$ cat config.mk
export PLATFORM = sky130hd
export DESIGN_NAME = nn_layer_engine
export DESIGN_NICKNAME = d
export VERILOG_FILES = /design/src/rtl/nn_layer_engine.sv
export SDC_FILE = /design/constraint.sdc
export NUM_CORES = 1
export LEC_CHECK = 0
export CAP_MARGIN = 20
export CORE_MARGIN = 4
export CORE_UTILIZATION = 45
export DETAILED_ROUTE_END_ITERATION = 8
export PLACE_DENSITY = 0.68
export SLEW_MARGIN = 10
export SYNTH_ARGS = -nofsm -noshare
export SYNTH_HDL_FRONTEND = slang
export SYNTH_SLANG_ARGS = --single-unit
$ cat constraint.sdc
create_clock -name clk -period 31.2 [get_ports clk]
set_input_delay 6.24 -clock clk [delete_from_list [all_inputs] [get_ports clk]]
set_output_delay 6.24 -clock clk [all_outputs]
set_load 0.005 [all_outputs]
$ cat src/rtl/nn_layer_engine.sv
// nn_layer_engine: time-multiplexed fully-connected layer.
// One signed MAC per cycle evaluates N_NEURON neurons over N_IN inputs.
// Weights/biases stream in over cfg_*, samples over in_*, and saturated,
// activated results stream out over out_*.
// Ports:
//   clk, rst_n              clock, synchronous active-low reset
//   cfg_start               begin parameter load (IDLE only)
//   cfg_valid/data/ready    parameter words: per neuron w[0..N_IN-1], then bias
//   in_valid/data/ready     input samples, slot 0..N_IN-1
//   act_mode                0=step 1=ReLU 2,3=linear (captured on entry to MAC)
//   out_valid/data/idx/ready  result stream, neuron 0 first
//   params_ok               complete parameter set loaded
//   busy                    high in PARAM, MAC, OUT
module nn_layer_engine #(
  parameter  int N_IN     = 4,
  parameter  int N_NEURON = 4,
  parameter  int W        = 8,
  parameter  int FRAC     = 4,
  parameter  int ACC_W    = 20,
  localparam int IW       = (N_NEURON > 1) ? $clog2(N_NEURON) : 1
) (
  input  logic          clk,
  input  logic          rst_n,
  input  logic          cfg_start,
  input  logic          cfg_valid,
  input  logic [W-1:0]  cfg_data,
  output logic          cfg_ready,
  input  logic          in_valid,
  input  logic [W-1:0]  in_data,
  output logic          in_ready,
  input  logic [1:0]    act_mode,
  output logic          out_valid,
  output logic [W-1:0]  out_data,
  output logic [IW-1:0] out_idx,
  input  logic          out_ready,
  output logic          params_ok,
  output logic          busy
);

  localparam int NP = N_NEURON * (N_IN + 1);       // words in parameter memory
  localparam int AW = $clog2(NP);
  localparam int XW = (N_IN > 1) ? $clog2(N_IN) : 1;
  localparam int SW = $clog2(N_IN + 1);            // MAC step 0..N_IN
  localparam logic signed [ACC_W-1:0] MAXV = ACC_W'((2 ** (W - 1)) - 1);
  localparam logic signed [ACC_W-1:0] MINV = ACC_W'(-(2 ** (W - 1)));

  typedef enum logic [2:0] {S_IDLE, S_PARAM, S_INPUT, S_MAC, S_OUT} state_t;
  state_t state, nstate;

  // Parameter memory keeps load order: neuron n occupies n*(N_IN+1) ..
  // n*(N_IN+1)+N_IN with the bias last.
  logic [W-1:0]  wmem [NP];
  logic [W-1:0]  xbuf [N_IN];
  logic [W-1:0]  obuf [N_NEURON];
  logic [AW-1:0] pcnt, base, addr;
  logic [XW-1:0] in_cnt;
  logic [SW-1:0] scnt, sm1;
  logic [IW-1:0] ncnt, k;
  logic [1:0]    mode;
  logic signed [ACC_W-1:0] acc, acc_nxt, r;
  logic signed [2*W-1:0]   prod;
  logic [W-1:0]  rsat, act;
  logic cfg_acc, in_acc, out_acc, nrn_last, mac_enter;

  assign cfg_acc   = cfg_valid & cfg_ready;
  assign in_acc    = in_valid & in_ready;
  assign out_acc   = out_valid & out_ready;
  assign nrn_last  = (scnt == SW'(N_IN));
  assign mac_enter = (nstate == S_MAC) && (state != S_MAC);

  always_ff @(posedge clk) begin
    if (!rst_n) state <= S_IDLE;
    else        state <= nstate;
  end

  always_comb begin
    nstate    = state;
    cfg_ready = 1'b0;
    in_ready  = 1'b0;
    out_valid = 1'b0;
    busy      = 1'b0;
    out_idx   = k;
    out_data  = obuf[k];
    case (state)
      S_IDLE: begin
        // cfg_start takes priority over a waiting sample
        in_ready = params_ok && !cfg_start;
        if (cfg_start) nstate = S_PARAM;
        else if (in_valid && params_ok) nstate = (N_IN == 1) ? S_MAC : S_INPUT;
      end
      S_PARAM: begin
        cfg_ready = 1'b1;
        busy      = 1'b1;
        if (cfg_valid && pcnt == AW'(NP - 1)) nstate = S_IDLE;
      end
      S_INPUT: begin
        in_ready = 1'b1;
        if (in_valid && in_cnt == XW'(N_IN - 1)) nstate = S_MAC;
      end
      S_MAC: begin
        busy = 1'b1;
        if (nrn_last && ncnt == IW'(N_NEURON - 1)) nstate = S_OUT;
      end
      S_OUT: begin
        out_valid = 1'b1;
        busy      = 1'b1;
        if (out_ready && k == IW'(N_NEURON - 1)) nstate = S_IDLE;
      end
      default: nstate = S_IDLE;
    endcase
  end

  // Step 0 of a neuron reads its bias, step s>0 reads w[n][s-1] and x[s-1].
  always_comb begin
    sm1  = scnt - 1'b1;
    addr = (scnt == '0) ? base + AW'(N_IN) : base + AW'(sm1);
    prod = $signed(xbuf[sm1[XW-1:0]]) * $signed(wmem[addr]);
    if (scnt == '0) acc_nxt = ACC_W'($signed(wmem[addr])) <<< FRAC;
    else            acc_nxt = acc + ACC_W'(prod);
    r = acc_nxt >>> FRAC;
    if (r > MAXV)      rsat = MAXV[W-1:0];
    else if (r < MINV) rsat = MINV[W-1:0];
    else               rsat = r[W-1:0];
    case (mode)
      2'd0:    act = (!acc_nxt[ACC_W-1] && acc_nxt != '0) ? W'(1) : '0;
      2'd1:    act = rsat[W-1] ? '0 : rsat;
      default: act = rsat;
    endcase
  end

  always_ff @(posedge clk) begin
    if (!rst_n) begin
      for (int i = 0; i < NP; i++)       wmem[i] <= '0;
      for (int i = 0; i < N_IN; i++)     xbuf[i] <= '0;
      for (int i = 0; i < N_NEURON; i++) obuf[i] <= '0;
      pcnt      <= '0;
      base      <= '0;
      in_cnt    <= '0;
      scnt      <= '0;
      ncnt      <= '0;
      k         <= '0;
      mode      <= '0;
      acc       <= '0;
      params_ok <= 1'b0;
    end else begin
      if (mac_enter) begin
        mode <= act_mode;
        scnt <= '0;
        ncnt <= '0;
        base <= '0;
        k    <= '0;
      end
      case (state)
        S_IDLE: begin
          if (cfg_start) begin
            pcnt      <= '0;
            params_ok <= 1'b0;
          end else if (in_acc) begin
            xbuf[0] <= in_data;
            in_cnt  <= XW'(1);
          end
        end
        S_PARAM: begin
          if (cfg_acc) begin
            wmem[pcnt] <= cfg_data;
            pcnt       <= pcnt + 1'b1;
            if (pcnt == AW'(NP - 1)) params_ok <= 1'b1;
          end
        end
        S_INPUT: begin
          if (in_acc) begin
            xbuf[in_cnt] <= in_data;
            in_cnt       <= in_cnt + 1'b1;
          end
        end
        S_MAC: begin
          acc <= acc_nxt;
          if (nrn_last) begin
            obuf[ncnt] <= act;
            scnt       <= '0;
            ncnt       <= ncnt + 1'b1;
            base       <= base + AW'(N_IN + 1);
          end else begin
            scnt <= scnt + 1'b1;
          end
        end
        S_OUT: if (out_acc) k <= k + 1'b1;
        default: ;
      endcase
    end
  end

endmodule

## Yosys cells after proc, flatten, opt, wreduce, memory -nomap -nowiden

Memory sizes are Yosys's and may differ from the RTL's. A register that Yosys moved wholly into a read port is not among the register bits.
Index checks and enable logic that the tools add are counted.

| word-level totals | value |
|---|---|
| bits in registers | 45 |
| RAM bits | 224 |
| bits of input ports | 24 |
| output and inout port bits | 15 |
| logic and storage cells | 141 |
| memories | 3 |

Memories:

| name | words | width | rd ports | clocked after Yosys merged registers in | write ports | RTL line | RTL |
|---|---|---|---|---|---|---|---|
| wmem | 20 | 8 | 1 | 0 | 20 | 52 | `logic [W-1:0] wmem [NP];` |
| obuf | 4 | 8 | 1 | 1 | 4 | 54 | `logic [W-1:0] obuf [N_NEURON];` |
| xbuf | 4 | 8 | 1 | 0 | 4 | 53 | `logic [W-1:0] xbuf [N_IN];` |

| operators by class | value |
|---|---|
| $add $sub $neg | 10 |
| multiply operators | 1 |
| magnitude comparators | 2 |
| eq/ne operators | 18 |
| mux-type cells | 69 |
| bitwise gates (word level) | 4 |
| reductions and logical operators | 24 |

Operators by type and width:

| operator | number |
|---|---|
| two-way mux 8 bit | 6 |
| two-way mux 5 bit | 7 |
| two-way mux 1 bit | 27 |
| two-way mux 3 bit | 9 |
| two-way mux 2 bit | 12 |
| OR reduction 8 bit | 3 |
| adder 20 x 16 -> 20 bit | 1 |
| two-way mux 20 bit | 1 |
| nonzero test 20 bit | 1 |
| greater-than comparator 16 x 8 -> 1 bit, second input constant | 1 |
| less-than comparator 16 x 8 -> 1 bit, second input constant | 1 |
| multiplier 8 x 8 -> 16 bit | 1 |
| case mux 8 bit (2 select lines) | 1 |
| case mux 3 bit (5 select lines) | 1 |
| != test 2 bit, second input constant | 6 |
| adder 5 x 3 -> 5 bit, second input constant | 2 |
| case mux 5 bit (2 select lines) | 1 |
| == test 3 x 2 -> 1 bit, second input constant | 3 |
| logical AND 1 bit | 8 |
| AND reduction 4 bit | 2 |
| two-way mux 7 bit | 1 |
| adder 2 x 1 -> 2 bit, second input constant | 3 |
| == test 2 bit, second input constant | 3 |
| == test 3 bit, second input constant | 2 |
| other kinds (18) | 25 |

## Depth between registers and ports, before layout

Gate-level depths: netlist of the first run.
An unclocked memory read counts as a cell.

| depth | value |
|---|---|
| depth in word-level cells | 13 |
| gate-level depth with buffers | 39 |
| mapped depth without buffers | 34 |

## Least setup slack after synthesis of the first run

No wires, ideal clock.

| timing | value |
|---|---|
| path type | input port to output port |
| start point | input cfg_start |
| end point | output in_ready |
| arrival | 6.495 ns |
| data required time | 24.960 ns |
| path slack | 18.465 ns |
| cell stages on the path | 3 |
| buffers on the path | 0 |
| cell sequence | inv_1 > a21oi_1 > nor3_1 |

| between the ends | value |
|---|---|
| cells in the longest elaborated chain, start to end | 3 |

Ends and longest elaborated chain:

| element | RTL line | RTL |
|---|---|---|
| from (decl) | 24 | `input logic cfg_start,` |
| logical NOT 1 bit | 87 | `in_ready = params_ok && !cfg_start;` |
| logical AND 1 bit | 87 |  |
| case mux 1 bit (2 select lines) | 84 | `case (state)` |
| to (decl) | 30 | `output logic in_ready,` |

No other way between the ends.

## Worst setup path in the final report of the first run

Same ends and word-level chain as after synthesis.

==> key figures, run 1 <==
Status
  • Status: completed

Detailed routing
  • Max Used Layer: met5
  • Routed vias/inst: 5.67
  • WL met2: 25.4 mm
  • Starting DRT DRC Count: 1165
  • Post-route ant nets: 0
  • DR vias: 13500
  • # DRC: 0
  • Final WL: 51.1 mm
  • Drt first pass iters: 5
  • Wire length on met1: 20.2 mm
  • Met3 wire len: 3.51 mm
  • DR WL/cell: 21.4 um

STA
  • Slew Viols, Final: 0
  • Max Clock Skew: 0.0223 ns
  • Final min period: 13.77 ns
  • Slew margin rel.: 21.4%
  • Post-Route Setup TNS: 0 ns
  • RSZ-0062 raised after global routing: no
  • Final period util: 44.1%
  • Hold violation count in the final report: 0
  • Tightest Pin Transition: 1.17 ns
  • # setup viols final: 0
  • Maximum clock rate: 72.6 MHz

Die
  • Die outline height: 222 um
  • Io pins: 39
  • Rows: 78
  • Placeable Area: 45300 sq um
  • Chip Width: 222 um
  • Initial Utilization: 45.4%
  • Full die area: 49200 sq um

Global routing
  • First-pass GRT wire length: 79.5 mm
  • Largest net degree at the start of global routing: 43
  • Number of global-route vias before repair: 13900
  • GR Util All Layers: 20.5%
  • Initial antenna violation count: 1
  • Total gr overflow: 0

Synthesis
  • Register area share after synthesis: 51.1%
  • Number of synthesized flops with an enable pin: 320
  • Post-synth top area share: 46.7%
  • Top cells by count, synth: edfxtp_1, and2_1, nand2_1, inv_1, nor2_1
  • Synth Register Bits: 365
  • Synth area leader: edfxtp_1
  • Synth cell types: 74
  • Total number of yosys warnings: 0
  • Most frequent cell after synthesis: edfxtp_1
  • Synthesized Nets: 1893
  • Cell Area, Synth: 20600 sq um
  • Asr flop ratio synth: 0%
  • Gate Count Post-Synth: 1718
  • Synth area leaders: edfxtp_1, fa_1, and2_1
  • Syn Area/Cell: 12.0 sq um
  • Ys flop type: edfxtp_1

Worst setup path
  • Worst Setup Start Kind: input pin
  • Crit path top cell by count: clkdlybuf4s50_1
  • Crit. End Element: output pin
  • Crit. Startpoint: cfg_start
  • WP data required: 24.96 ns
  • Setup slack, reg-to-reg: 19.35 ns
  • CP Cell Sequence: clkdlybuf4s50_1 > inv_1 > a21oi_1 > nor3_1 > clkdlybuf4s50_1
  • FF-to-FF Start: scnt[0]
  • Crit path max fanout: 3
  • Worst setup path class: input pin to output pin
  • Slowest-stage cell, CP: clkdlybuf4s50_1
  • Largest stage delay, worst path: 0.54 ns
  • Worst Path Arrival: 7.53 ns

Place
  • DPL Wire Length: 35.4 mm
  • Routability cong.: 0.910
  • I/O Buffers: 38
  • Dpl cells: 2307

Clock network
  • Post-CTS resize count: 0
  • Skew-Pair Late Insertion Delay: 0.57 ns
  • Max Root-Sink Buffers: 3
  • Clock-pin slew on the worst setup and hold paths: 0.05 ns
  • Root Driver: clkbuf_16
  • Setup bufs post-CTS: 0
  • Number of buffers created by CTS: 41
  • CTS sink cnt: 365
  • Hold_buf cts: 0
  • Htree depth: 2
  • CTS tree: yes

Cells and area
  • N_diodes: 0
  • Area occupied by multi-input gates: 9230 sq um
  • Finished Layout Cells: 2389
  • Area Growth Syn to Fin: 11.9%
  • Share of layout cells above drive strength 1: 9.22%
  • Final net count: 1932
  • FF+latch area: 10500 sq um
  • # fillers: 3909

Pwr
  • Combinational Power Share: 12.7%
  • PwrDens: 50.7 nW/um^2
  • Sw Share: 25.3%
  • Flop pwr share: 46.6%
  • Peak supply drop: 0.0000499 V
  • Net switching power: 295 uW
  • Leakage power: 0.00876 uW
  • Clk pwr share: 40.6%
  • Internal power: 873 uW

Run
  • Max cap viols: 0

Worst hold path
  • Hold Path Class: flop to flop
  • Hold_sp: acc[3]
-- final cells by class --
cell class	count	area share, %
tap	600	3.26
clock buffer	48	4.66
inverter	121	1.97
multi-input combinational	1142	40.1
sequential	365	45.6
clock inverter	27	1.07
timing repair buffer	86	3.29
-- registers in the layout, indices dropped and copies added, names as in the netlist --
signal and cells:
acc 20, base 5, in_cnt 2, mode 2, ncnt 2, obuf 32
out_idx 2, params_ok 1, pcnt 5, scnt 3, state 3, wmem 256
xbuf 32
-- critical path: cells and delay by family --
| kind | cells | cell delay [ns] |
|---|---|---|
| simple gates | 1 | 0.15 |
| buf+inv | 3 | 1.07 |
| compound gates | 1 | 0.07 |
-- worst paths after layout --
path | end | depth (start not counted)
max | in_ready | 5
min | acc[3] | 2
max reg2reg | obuf[2][4] | 34
min reg2reg | acc[3] | 2
-- metrics by stage --
step / instance area [sq um] / power [uW] / util (%) / hold WS [ns] / setup WS, ns
final: 23000 / 1170 / 50.8 / 0.453 / 17.43
after global placement: 21600 / 700 / 47.7 / 0.442 / 17.46
after CTS: 23000 / 1180 / 50.7 / 0.454 / 17.43
after detailed placement: 21700 / 703 / 47.8 / 0.446 / 17.43
after global routing: 23000 / 1220 / 50.8 / 0.483 / 17.35
after floorplan: 20600 / 658 / - / 0.432 / 18.47
-- power by group through the flow --
stage               logic, uW  clock network (uW)  registers [uW]
finish                    149                 475             545
global route              167                 504             546
CTS                       149                 482             545
detailed placement        147                   0             556
global placement          145                   0             555
floorplan                 105                   0             554
-- cells in the final DEF (no fill, tap or decap), drive strengths merged, types with 41 or more instances in the layout --
cell	instances
clkbuf	48
ha	61
dfxtp	45
and2	216
mux2i	68
fa	90
o21ai	53
buf	48
nand2	140
inv	122
nor2	110
edfxtp	320
a21oi	74
mux4	41
-- cells by family (layout without fill, tap and decap cells) --
| logic type | after synthesis | in the layout | synth area share, % |
|---|---|---|---|
| flip-flops | 365 | 365 | 51.1 |
| multiplexers | 110 | 110 | 7.85 |
| adder cells (fa/ha/maj) | 151 | 151 | 12.5 |
| AO/OA/AOI/OAI | 240 | 240 | 7.70 |
| AND/OR/NAND/NOR | 613 | 613 | 15.6 |
| XOR/XNOR | 28 | 28 | 1.19 |
| buffers and inverters | 211 | 282 | 4.15 |
-- per-layer routing --
layer	track usage, %	up-vias
met5	0	-
li1	-	6198
met4	7.94	2
met1	25.8	6774
met3	3.91	105
met2	35.3	461
(Power assumes the default switching activity.)
==> run 2: changes to the inputs <==
==> constraint.sdc (replaced) <==
create_clock -name clk -period 13.95 [get_ports clk]
set_input_delay 2.79 -clock clk [delete_from_list [all_inputs] [get_ports clk]]
set_output_delay 2.79 -clock clk [all_outputs]
set_load 0.005 [all_outputs]
==> run 2 against run 1 <==
Design area fell by 0.18%. Clock skew rose by 0.0024 ns. Non-clock buffer count is 1 lower. Largest cell class unchanged. Flip-flop and latch count is the same. Via count is 1.1% higher. Sequential power is 120% higher. Die area is the same. Combinational power is 130% higher. Clock power increased by 120%. Core utilization decreased by 0.091 points. Routed wire length is 2.1% higher. Highest routed layer is now met4.
==> key figures, run 2 (synthesis gave the netlist of run 1 again) <==
Worst setup path
  • Slowest-stage cell, CP: and2_1
  • Worst Path Arrival: 12.17 ns (+4.64 ns)
  • Worst-case reg-to-reg path depth: 34 (unchanged)
  • Worst setup path class: flop to flop
  • FF-to-FF Start: scnt[0]
  • RR Endpoint: obuf[0][2]
  • Largest stage delay, worst path: 0.79 ns (+0.25 ns)
  • Crit. End Element: flop
  • Crit. Startpoint: scnt[0]
  • Worst Setup Start Kind: flop
  • Setup slack, reg-to-reg: 2.15 ns (-17.20 ns)
  • WP data required: 14.32 ns (-10.64 ns)
  • Crit path max fanout: 27 (+24)
  • CP endpoint: obuf[0][2]

Cells and area
  • Biggest regs: wmem (256), obuf (32), xbuf (32)
  • Core Util, Final: 50.8% (-0.091 points)
  • Most frequent cells in the layout: edfxtp_1, and2_1, nand2_1, inv_1, nor2_1
  • Area Growth Syn to Fin: 11.7%
  • Most flop-heavy register: wmem
  • Final instance area: 23000 sq um (-0.18%)
  • # fillers: 3971 (+1.6%)
  • Commonest non-fill, non-tap cell in the layout: edfxtp_1
  • Final net count: 1931 (-0.052%)
  • Finished Layout Cells: 2387 (-0.084%)
  • Share of layout cells above drive strength 1: 8.85% (-0.38 points)
  • Max reg flops: 256 (unchanged)

STA
  • Maximum clock rate: 84.8 MHz
  • RSZ-0062 raised after global routing: no
  • Post-Route Setup TNS: 0 ns (unchanged)
  • Hold violation count in the final report: 0 (unchanged)
  • Tightest Pin Transition: 0.943 ns (-0.230 ns)
  • Final period util: 84.6%
  • Setup ws final: 2.15 ns (-15.28 ns)
  • Slew Viols, Final: 0 (unchanged)
  • Max Clock Skew: 0.0247 ns (+0.00238 ns)
  • Slew margin rel.: 37.1% (+16 points)
  • # setup viols final: 0 (unchanged)
  • Final min period: 11.80 ns

Pwr
  • Flop pwr share: 47.0% (+0.4 points)
  • Internal power: 1940 uW (+120%)
  • Leakage power: 0.00872 uW (-0.45%)
  • Peak supply drop: 0.0000932 V (+87%)
  • PwrDens: 113 nW/um^2 (+120%)
  • Clk pwr share: 39.9% (-0.7 points)
  • Sw Share: 25.4% (+0.097 points)
  • Net switching power: 659 uW (+120%)
  • Combinational Power Share: 13.1% (+0.4 points)

Global routing
  • Initial antenna violation count: 1 (unchanged)
  • GR Util All Layers: 21.0% (+0.47 points)
  • First-pass GRT wire length: 81.0 mm (+1.9%)
  • Total gr overflow: 0 (unchanged)
  • Number of global-route vias before repair: 13800 (-0.69%)
  • Largest net degree at the start of global routing: 43 (unchanged)

Clock network
  • Setup bufs post-CTS: 0 (unchanged)
  • Post-CTS resize count: 0 (unchanged)
  • Hold_buf cts: 0 (unchanged)
  • Root Driver: clkbuf_16
  • Htree depth: 2 (unchanged)
  • Max Root-Sink Buffers: 3 (unchanged)
  • Clock-pin slew on the worst setup and hold paths: 0.06 ns (about the same)
  • CTS tree: yes
  • Skew-Pair Late Insertion Delay: 0.57 ns (about the same)
  • Number of buffers created by CTS: 41 (unchanged)
  • CTS sink cnt: 365 (unchanged)

Place
  • Post-DP Area: 21600 sq um (about the same)
  • Post-placement worst setup slack: 2.22 ns (-15.21 ns)
  • DPL Wire Length: 36.8 mm (+3.9%)
  • Routability cong.: 0.886 (-2.7%)
  • I/O Buffers: 38 (unchanged)
  • Dpl cells: 2306 (-0.043%)

Detailed routing
  • Drt first pass iters: 7 (+2)
  • Final WL: 52.2 mm (+2.1%)
  • Starting DRT DRC Count: 1312 (+13%)
  • DR WL/cell: 21.9 um (+2.2%)
  • Routed vias/inst: 5.74 (+1.2%)
  • DR vias: 13700 (+1.1%)
  • Post-route ant nets: 0 (unchanged)
  • # DRC: 0 (unchanged)

Die
  • Chip Width: 222 um (unchanged)
  • Die outline height: 222 um (unchanged)
  • Rows: 78 (unchanged)
  • Placeable Area: 45300 sq um (unchanged)
  • Io pins: 39 (unchanged)
  • Full die area: 49200 sq um (unchanged)
  • Initial Utilization: 45.4% (unchanged)

Status
  • Status: completed

Run
  • Max cap viols: 0 (unchanged)

Worst hold path
  • Hold Path Class: flop to flop
[run 2: worst min-delay path by stage]
stage	startpoint	end	depth (start not counted)
6_report	acc[2]	acc[2]	2
5_1_grt	acc[0]	acc[0]	2
4_1_cts	acc[2]	acc[2]	2
3_5_place_dp	acc[2]	acc[2]	2
3_3_place_gp	acc[2]	acc[2]	2
2_1_floorplan	acc[1]	acc[1]	2
[run 2: power by group through the flow]
stage          clock [uW]  sequential, uW  combinational [uW]
4_1_cts              1050            1220                 340
3_3_place_gp            0            1240                 329
5_1_grt              1100            1220                 381
6_report             1040            1220                 341
2_1_floorplan           0            1240                 234
3_5_place_dp            0            1240                 338
[run 2: layout make-up]
type / instances / area, sq um / share of cell area, %
Antenna cell: 1 / 2.50 / 0.0109
Clock buffer: 55 / 1100 / 4.78
Clock inverter: 18 / 178 / 0.773
Inverter: 121 / 454 / 1.98
Multi-Input combinational cell: 1142 / 9230 / 40.2
Sequential cell: 365 / 10500 / 45.7
Tap cell: 600 / 751 / 3.27
Timing Repair Buffer: 85 / 756 / 3.29
[run 2: critical path: cells and delay by family, from the launching register on]
kind	cells	cell delay, ns
fa+ha+maj	8	3.98
simple gates	9	2.88
compound gates	8	2.13
buf+inv	7	1.02
flops	1	0.73
xor+xnor	1	0.58
mux	1	0.28
[run 2: through the flow]
step           total power, uW  hold slack [ns]
6_report                  2600            0.450
5_1_grt                   2700            0.480
4_1_cts                   2620            0.454
3_5_place_dp              1580            0.446
3_3_place_gp              1570            0.444
2_1_floorplan             1470            0.432
[run 2: layer usage]
layer	wire (um)	track usage (%)	vias up	share of wire, %
met1	21100	27.9	6863	40
li1	-	-	6197	-
met3	3390	3.16	113	6.5
met4	1740	7.46	0	3.3
met2	25900	35.3	522	50
met5	0	0	-	0
